===== src/rtl/morse_pkg.sv =====
// Shared definitions for the Morse keyer.
//   state_t     : keyer FSM states
//   *_UNITS     : durations in dot units
//   elem_units  : MARK length for one element (0 = dot, 1 = dash)
package morse_pkg;

    typedef enum logic [2:0] {
        IDLE,
        LOAD,
        MARK,
        SPACE,
        GAP
    } state_t;

    localparam logic [2:0] DOT_UNITS        = 3'd1;
    localparam logic [2:0] DASH_UNITS       = 3'd3;
    localparam logic [2:0] ELEM_GAP_UNITS   = 3'd1;
    localparam logic [2:0] CHAR_GAP_UNITS   = 3'd3;
    localparam logic [2:0] WORD_EXTRA_UNITS = 3'd4;

    function automatic logic [2:0] elem_units(input logic is_dash);
        return is_dash ? DASH_UNITS : DOT_UNITS;
    endfunction

endpackage


===== src/rtl/morse_lut.sv =====
// Combinational ASCII -> Morse code table.
//   char : ASCII input (A-Z and a-z map identically, 0-9 supported)
//   len  : number of elements, 0 for anything unsupported
//   pat  : elements left-aligned, pat[4] first, 0 = dot, 1 = dash
//   word : set for space (0x20), the word separator
module morse_lut (
    input  logic [7:0] char,
    output logic [2:0] len,
    output logic [4:0] pat,
    output logic       word
);

    logic [7:0] uc;

    always_comb begin
        uc         = char;
        if (char >= 8'h61 && char <= 8'h7a)
            uc = char - 8'h20;
        word       = (char == 8'h20);
        {len, pat} = 8'h00;
        case (uc)
            "A": {len, pat} = {3'd2, 5'b01000};
            "B": {len, pat} = {3'd4, 5'b10000};
            "C": {len, pat} = {3'd4, 5'b10100};
            "D": {len, pat} = {3'd3, 5'b10000};
            "E": {len, pat} = {3'd1, 5'b00000};
            "F": {len, pat} = {3'd4, 5'b00100};
            "G": {len, pat} = {3'd3, 5'b11000};
            "H": {len, pat} = {3'd4, 5'b00000};
            "I": {len, pat} = {3'd2, 5'b00000};
            "J": {len, pat} = {3'd4, 5'b01110};
            "K": {len, pat} = {3'd3, 5'b10100};
            "L": {len, pat} = {3'd4, 5'b01000};
            "M": {len, pat} = {3'd2, 5'b11000};
            "N": {len, pat} = {3'd2, 5'b10000};
            "O": {len, pat} = {3'd3, 5'b11100};
            "P": {len, pat} = {3'd4, 5'b01100};
            "Q": {len, pat} = {3'd4, 5'b11010};
            "R": {len, pat} = {3'd3, 5'b01000};
            "S": {len, pat} = {3'd3, 5'b00000};
            "T": {len, pat} = {3'd1, 5'b10000};
            "U": {len, pat} = {3'd3, 5'b00100};
            "V": {len, pat} = {3'd4, 5'b00010};
            "W": {len, pat} = {3'd3, 5'b01100};
            "X": {len, pat} = {3'd4, 5'b10010};
            "Y": {len, pat} = {3'd4, 5'b10110};
            "Z": {len, pat} = {3'd4, 5'b11000};
            "0": {len, pat} = {3'd5, 5'b11111};
            "1": {len, pat} = {3'd5, 5'b01111};
            "2": {len, pat} = {3'd5, 5'b00111};
            "3": {len, pat} = {3'd5, 5'b00011};
            "4": {len, pat} = {3'd5, 5'b00001};
            "5": {len, pat} = {3'd5, 5'b00000};
            "6": {len, pat} = {3'd5, 5'b10000};
            "7": {len, pat} = {3'd5, 5'b11000};
            "8": {len, pat} = {3'd5, 5'b11100};
            "9": {len, pat} = {3'd5, 5'b11110};
            default: {len, pat} = 8'h00;
        endcase
    end

endmodule


===== src/rtl/morse_keyer.sv =====
// Morse keyer: accepts one ASCII character at a time and keys it out with
// ITU timing (dot 1, dash 3, element gap 1, character gap 3, word gap 7 units).
//   clk_27MHz  : system clock
//   rst_n      : asynchronous active-low reset
//   char_valid : upstream character valid
//   char_data  : ASCII character
//   char_ready : keyer idle and able to accept a character
//   key_n      : registered active-low key, 0 = carrier on
//   busy       : FSM is not idle
module morse_keyer
    import morse_pkg::*;
#(
    parameter int UNIT_CYCLES = 1620000
) (
    input  logic       clk_27MHz,
    input  logic       rst_n,
    input  logic       char_valid,
    input  logic [7:0] char_data,
    output logic       char_ready,
    output logic       key_n,
    output logic       busy
);

    localparam int            CW = (UNIT_CYCLES > 1) ? $clog2(UNIT_CYCLES) : 1;
    localparam logic [CW-1:0] TC = CW'(UNIT_CYCLES - 1);

    state_t        state;
    logic [CW-1:0] unit_cnt;
    logic [2:0]    units_rem;
    logic [7:0]    char_q;
    logic [4:0]    pat_q;
    logic [2:0]    len_q;

    logic [2:0]    lut_len;
    logic [4:0]    lut_pat;
    logic          lut_word;
    logic          tick;
    logic          last_unit;

    morse_lut u_lut (
        .char (char_q),
        .len  (lut_len),
        .pat  (lut_pat),
        .word (lut_word)
    );

    assign tick      = (unit_cnt == TC);
    assign last_unit = tick && (units_rem <= 3'd1);

    always_ff @(posedge clk_27MHz or negedge rst_n) begin
        if (!rst_n) begin
            state      <= IDLE;
            unit_cnt   <= '0;
            units_rem  <= '0;
            char_q     <= '0;
            pat_q      <= '0;
            len_q      <= '0;
            char_ready <= 1'b0;
            key_n      <= 1'b1;
            busy       <= 1'b0;
        end else begin
            // Timed states share the unit timebase; IDLE/LOAD override it.
            unit_cnt <= tick ? '0 : unit_cnt + 1'b1;
            if (tick && units_rem != 3'd0)
                units_rem <= units_rem - 1'b1;

            case (state)
                IDLE: begin
                    unit_cnt   <= '0;
                    units_rem  <= '0;
                    char_ready <= 1'b1;
                    busy       <= 1'b0;
                    key_n      <= 1'b1;
                    if (char_valid && char_ready) begin
                        char_q     <= char_data;
                        state      <= LOAD;
                        char_ready <= 1'b0;
                        busy       <= 1'b1;
                    end
                end
                LOAD: begin
                    pat_q    <= lut_pat;
                    len_q    <= lut_len;
                    unit_cnt <= '0;
                    if (lut_len != 3'd0) begin
                        state     <= MARK;
                        key_n     <= 1'b0;
                        units_rem <= elem_units(lut_pat[4]);
                    end else if (lut_word) begin
                        // Previous character already left 3 units of silence.
                        state     <= GAP;
                        units_rem <= WORD_EXTRA_UNITS;
                    end else begin
                        state      <= IDLE;
                        busy       <= 1'b0;
                        char_ready <= 1'b1;
                    end
                end
                MARK: begin
                    if (last_unit) begin
                        key_n <= 1'b1;
                        if (len_q == 3'd1) begin
                            state     <= GAP;
                            units_rem <= CHAR_GAP_UNITS;
                        end else begin
                            state     <= SPACE;
                            units_rem <= ELEM_GAP_UNITS;
                            // Shift early so the next element sits in pat_q[4]
                            // by the time SPACE hands back to MARK.
                            pat_q     <= {pat_q[3:0], 1'b0};
                        end
                    end
                end
                SPACE: begin
                    if (last_unit) begin
                        state     <= MARK;
                        key_n     <= 1'b0;
                        len_q     <= len_q - 1'b1;
                        units_rem <= elem_units(pat_q[4]);
                    end
                end
                GAP: begin
                    if (last_unit) begin
                        state      <= IDLE;
                        busy       <= 1'b0;
                        char_ready <= 1'b1;
                    end
                end
                default: begin
                    state <= IDLE;
                    key_n <= 1'b1;
                end
            endcase
        end
    end

endmodule

===== config.mk =====
export PLATFORM = sky130hd
export DESIGN_NAME = morse_keyer
export DESIGN_NICKNAME = d
export VERILOG_FILES = /design/src/rtl/morse_pkg.sv /design/src/rtl/morse_lut.sv /design/src/rtl/morse_keyer.sv
export SDC_FILE = /design/constraint.sdc
export NUM_CORES = 1
export LEC_CHECK = 0
export CORE_UTILIZATION = 45
export DETAILED_ROUTE_END_ITERATION = 8
export PLACE_DENSITY_LB_ADDON = 0.08
export SYNTH_ARGS = -nofsm -noshare
export SYNTH_HDL_FRONTEND = slang
export SYNTH_SLANG_ARGS = --single-unit

===== constraint.sdc =====
create_clock -name clk_27MHz -period 6.4 [get_ports clk_27MHz]
set_input_delay 0.64 -clock clk_27MHz [delete_from_list [all_inputs] [get_ports clk_27MHz]]
set_output_delay 0.64 -clock clk_27MHz [all_outputs]
set_load 0.01 [all_outputs]

==> impl_table.tex <==
\begin{tabular}{lr}
\hline
Metric & Value \\
\hline
\multicolumn{2}{l}{\textbf{STA}} \\
Transition at the pin with the smallest max-transition slack & $\sim$1000 ps \\
Number of endpoints failing setup at the final stage & 0 \\
Maximum clock frequency & between 300 and 400 MHz \\
Hold violation total from the final report & 0 \\
Final sum of negative setup slack & 0 ps \\
Worst hold margin & 492 ps \\
Fin crit share & between 40\% and 50\% \\
Setup repair after global routing missed its margin & no \\
Max-slew headroom & between 30\% and 40\% \\
Fin. max-slew vios & 0 \\
Final critical delay including setup and external delays & about 2700 ps \\
Clock skew after layout & 7.80 ps \\
\multicolumn{2}{l}{\textbf{Die}} \\
Die height & 83.7 um \\
Horizontal die dimension & 83.7 um \\
Io pins & 14 \\
Initial Util & 47.0\% \\
Placeable Area & 6390 um2 \\
Number of cell rows & 29 \\
Area of the die & approximately 7000 um2 \\
\multicolumn{2}{l}{\textbf{Route}} \\
Detailed-route via count & 2522 \\
Wire length per cell after detailed routing & between 10 and 15 um \\
Total wirelength of the detailed-routed design & around 6400 um \\
Antenna viol nets, final & 0 \\
Ratio of routed vias to standard cells & around 5.7 \\
Length of the first detailed-routing pass in iterations & 4 \\
DRC violation total after the first TritonRoute iteration & between 150 and 200 \\
DR DRC count & 0 \\
\multicolumn{2}{l}{\textbf{Setup path}} \\
Worst Path Arrival & between 2000 and 3000 ps \\
Type of the setup path with the least slack & reg2reg \\
Kind of end point of the critical path & register \\
Sort of element at the start of the critical path & register \\
Cells on worst reg2reg path & 8 \\
Max FO, Critical Path & 12 \\
Required time reported for the critical path endpoint & around 6600 ps \\
\multicolumn{2}{l}{\textbf{Yosys}} \\
Number of distinct standard cells referenced by the synthesized netlist & 53 \\
EDFF count, synth & 0 \\
Dominant synthesized flop cell & sky130\_fd\_sc\_hd\_\_dfrtp\_1 \\
Share of synthesized area occupied by flip-flops and latches & a little under two fifths \\
Total nets after synthesis & between 300 and 400 \\
Syn Inst Count & roughly 360 \\
Post-synth design cell area & about 3000 um2 \\
Async set-reset flop share out of synthesis & 100\% \\
Total of flip-flops plus latches after synthesis & 46 \\
Mean instance size in the synthesized netlist & approximately 8.4 um2 \\
Count of synthesis-stage warnings from yosys & 0 \\
\multicolumn{2}{l}{\textbf{Placed design}} \\
Number of placed instances with taps included & about 430 \\
Routability congestion estimate from global placement & just over 0.9 \\
IO buf count & 13 \\
Post-DP HPWL & roughly 4700 um \\
\multicolumn{2}{l}{\textbf{Finish}} \\
Leading cell type in the layout, fill and taps excluded & sky130\_fd\_sc\_hd\_\_nor2\_1 \\
Final cell utilization of the core & 51.4\% \\
Final-layout fill cell count & between 600 and 700 \\
Antenna diode count & 0 \\
Final standard cell count with taps included and fillers excluded & $\sim$440 \\
Area added between synthesis and finish & 9.37\% \\
Net count reported at finish & 390 \\
Proportion of layout cells with a drive suffix above 1 & under 10\% \\
Top library cells by usage in the layout, fill and taps aside & 49 x sky130\_fd\_sc\_hd\_\_nor2\_1, 45 x sky130\_fd\_sc\_hd\_\_dfrtp\_1, 41 x sky130\_fd\_sc\_hd\_\_nand2\_1 \\
Sequential cell area & about 1200 um2 \\
Combined area of the multi-input logic cells & $\sim$1700 um2 \\
\multicolumn{2}{l}{\textbf{Clock network}} \\
TritonCTS clock tree & done \\
Worst-skew pair later-pin latency & $\sim$300 ps \\
Number of H-tree levels & 2 \\
CTS Buffer Depth & 2 \\
Clock-pin slew reported for the worst setup and hold paths after clock tree synthesis & 90 ps \\
Post-CTS setup buffer count & 0 \\
Number of gates resized after cts & 0 \\
Root Buffer & sky130\_fd\_sc\_hd\_\_clkbuf\_8 \\
Clk sinks & 46 \\
Number of clock buffers inserted by TritonCTS & 5 \\
Hold buffer count at CTS & 0 \\
\multicolumn{2}{l}{\textbf{Min path}} \\
WHS Path Cells & 1 \\
Class of the tightest hold or removal check & reg2reg \\
\multicolumn{2}{l}{\textbf{Global route}} \\
Global-route wire length before repair & about 12000 um \\
Pin count of the biggest net entering global routing & 47 \\
Global-route total usage across every layer & 20.3\% \\
Number of antenna violations at the first check in global routing & 0 \\
Remaining Overflow, GRT & 0 \\
Vias in the first global route & 2423 \\
\multicolumn{2}{l}{\textbf{Power}} \\
Peak supply drop & about 0.22 mV \\
Static leakage & approximately 1.4 nW \\
Power per standard cell area & 401 nW/um2 \\
\multicolumn{2}{l}{\textbf{Outcome}} \\
Result of the run & completed \\
\multicolumn{2}{l}{\textbf{Run}} \\
Number of max-capacitance violations reported & 0 \\
\hline
\end{tabular}
==> cells in the mapped netlist, drive strengths merged, types with 5 or more instances <==
library cell / count / share of area (%)
nand2: 41 / 5.1
o211ai: 7 / 1.7
nor2: 49 / 6.1
o21ai: 26 / 4.3
clkbuf: 9 / 1.1
mux2: 5 / 1.9
nor2b: 7 / 1.5
xor2: 10 / 2.9
nand3: 15 / 2.5
a21oi: 22 / 3.7
inv: 19 / 2.4
or3: 6 / 1.2
xnor2: 8 / 2.3
dfrtp: 45 / 37
ha: 15 / 6.2
nand2b: 8 / 1.7
==> worst max-delay path: stages (launching register included) <==
cell	delay [ps]
sky130_fd_sc_hd__dfrtp_1	570
sky130_fd_sc_hd__inv_1	180
sky130_fd_sc_hd__ha_1	260
sky130_fd_sc_hd__a2111oi_0	490
sky130_fd_sc_hd__a221oi_1	160
sky130_fd_sc_hd__a32oi_1	290
sky130_fd_sc_hd__nand2_1	190
sky130_fd_sc_hd__mux2i_1	170
sky130_fd_sc_hd__a221o_1	300
==> worst paths after layout <==
kind                                        from                     end  slack (ps)
hold reg to reg            unit_cnt[0]$_DFF_PN0_   unit_cnt[0]$_DFF_PN0_         490
hold / removal             unit_cnt[0]$_DFF_PN0_   unit_cnt[0]$_DFF_PN0_         490
setup / recovery           char_q[1]$_DFFE_PN0P_  units_rem[1]$_DFF_PN0_        3670
setup reg to reg           char_q[1]$_DFFE_PN0P_  units_rem[1]$_DFF_PN0_        3670
min in group asynchronous                  rst_n  unit_cnt[16]$_DFF_PN0_         510
max in group asynchronous                  rst_n   char_q[5]$_DFFE_PN0P_        5250
==> cell type report <==
cell class / count / area share [%]
inverter: 19 / 2.17
clock inverter: 3 / 1.33
timing repair buffer: 14 / 4.04
sequential: 46 / 35.1
clock buffer: 5 / 2.09
tap: 77 / 2.93
multi-input combinational: 278 / 52.4
==> cell families (layout without fill, tap and decap cells) <==
group,count (synthesis),after routing,synth area share (%)
and+or+nand+nor,150,150,23.6
AOI/OAI and AO/OA,86,86,19.0
DFF,46,46,38.4
buffers and inverters,32,41,4.37
xor gates and xnor gates,18,18,5.25
adders and majority gates,15,15,6.25
muxes,9,9,3.21
==> layer usage <==
layer  track usage (%)  vias to the layer above  share of wire (%)
met2              31.3                       51                 45
met1              29.0                     1206                 51
li1                  -                     1257                  -
met3              3.66                        8                2.9
met5                 0                        -                  0
met4              6.47                        0                1.4
==> sequential cells by signal, summed over array words and instances, names as in the netlist <==
register	count
key_n	1
len_q	3
char_q	8
state	3
units_rem	3
busy	1
unit_cnt	21
char_ready	1
pat_q	5
==> power by group <==
part           internal, W  switching [W]
sequential        0.000365       0.000122
clock             0.000117       0.000102
combinational     0.000245       0.000367
total             0.000727       0.000591
==> through the flow <==
| step | setup slack [ps] | power (W) | cell area [um2] |
|---|---|---|---|
| global route | 3390 | 0.00145 | 3290 |
| floorplan | 4040 | 0.000935 | 3000 |
| global placement | 3740 | 0.00110 | 3170 |
| CTS | 3690 | 0.00133 | 3290 |
| detailed placement | 3720 | 0.00110 | 3170 |
| finish | 3670 | 0.00132 | 3290 |
Power figures use the tool's default switching activity.
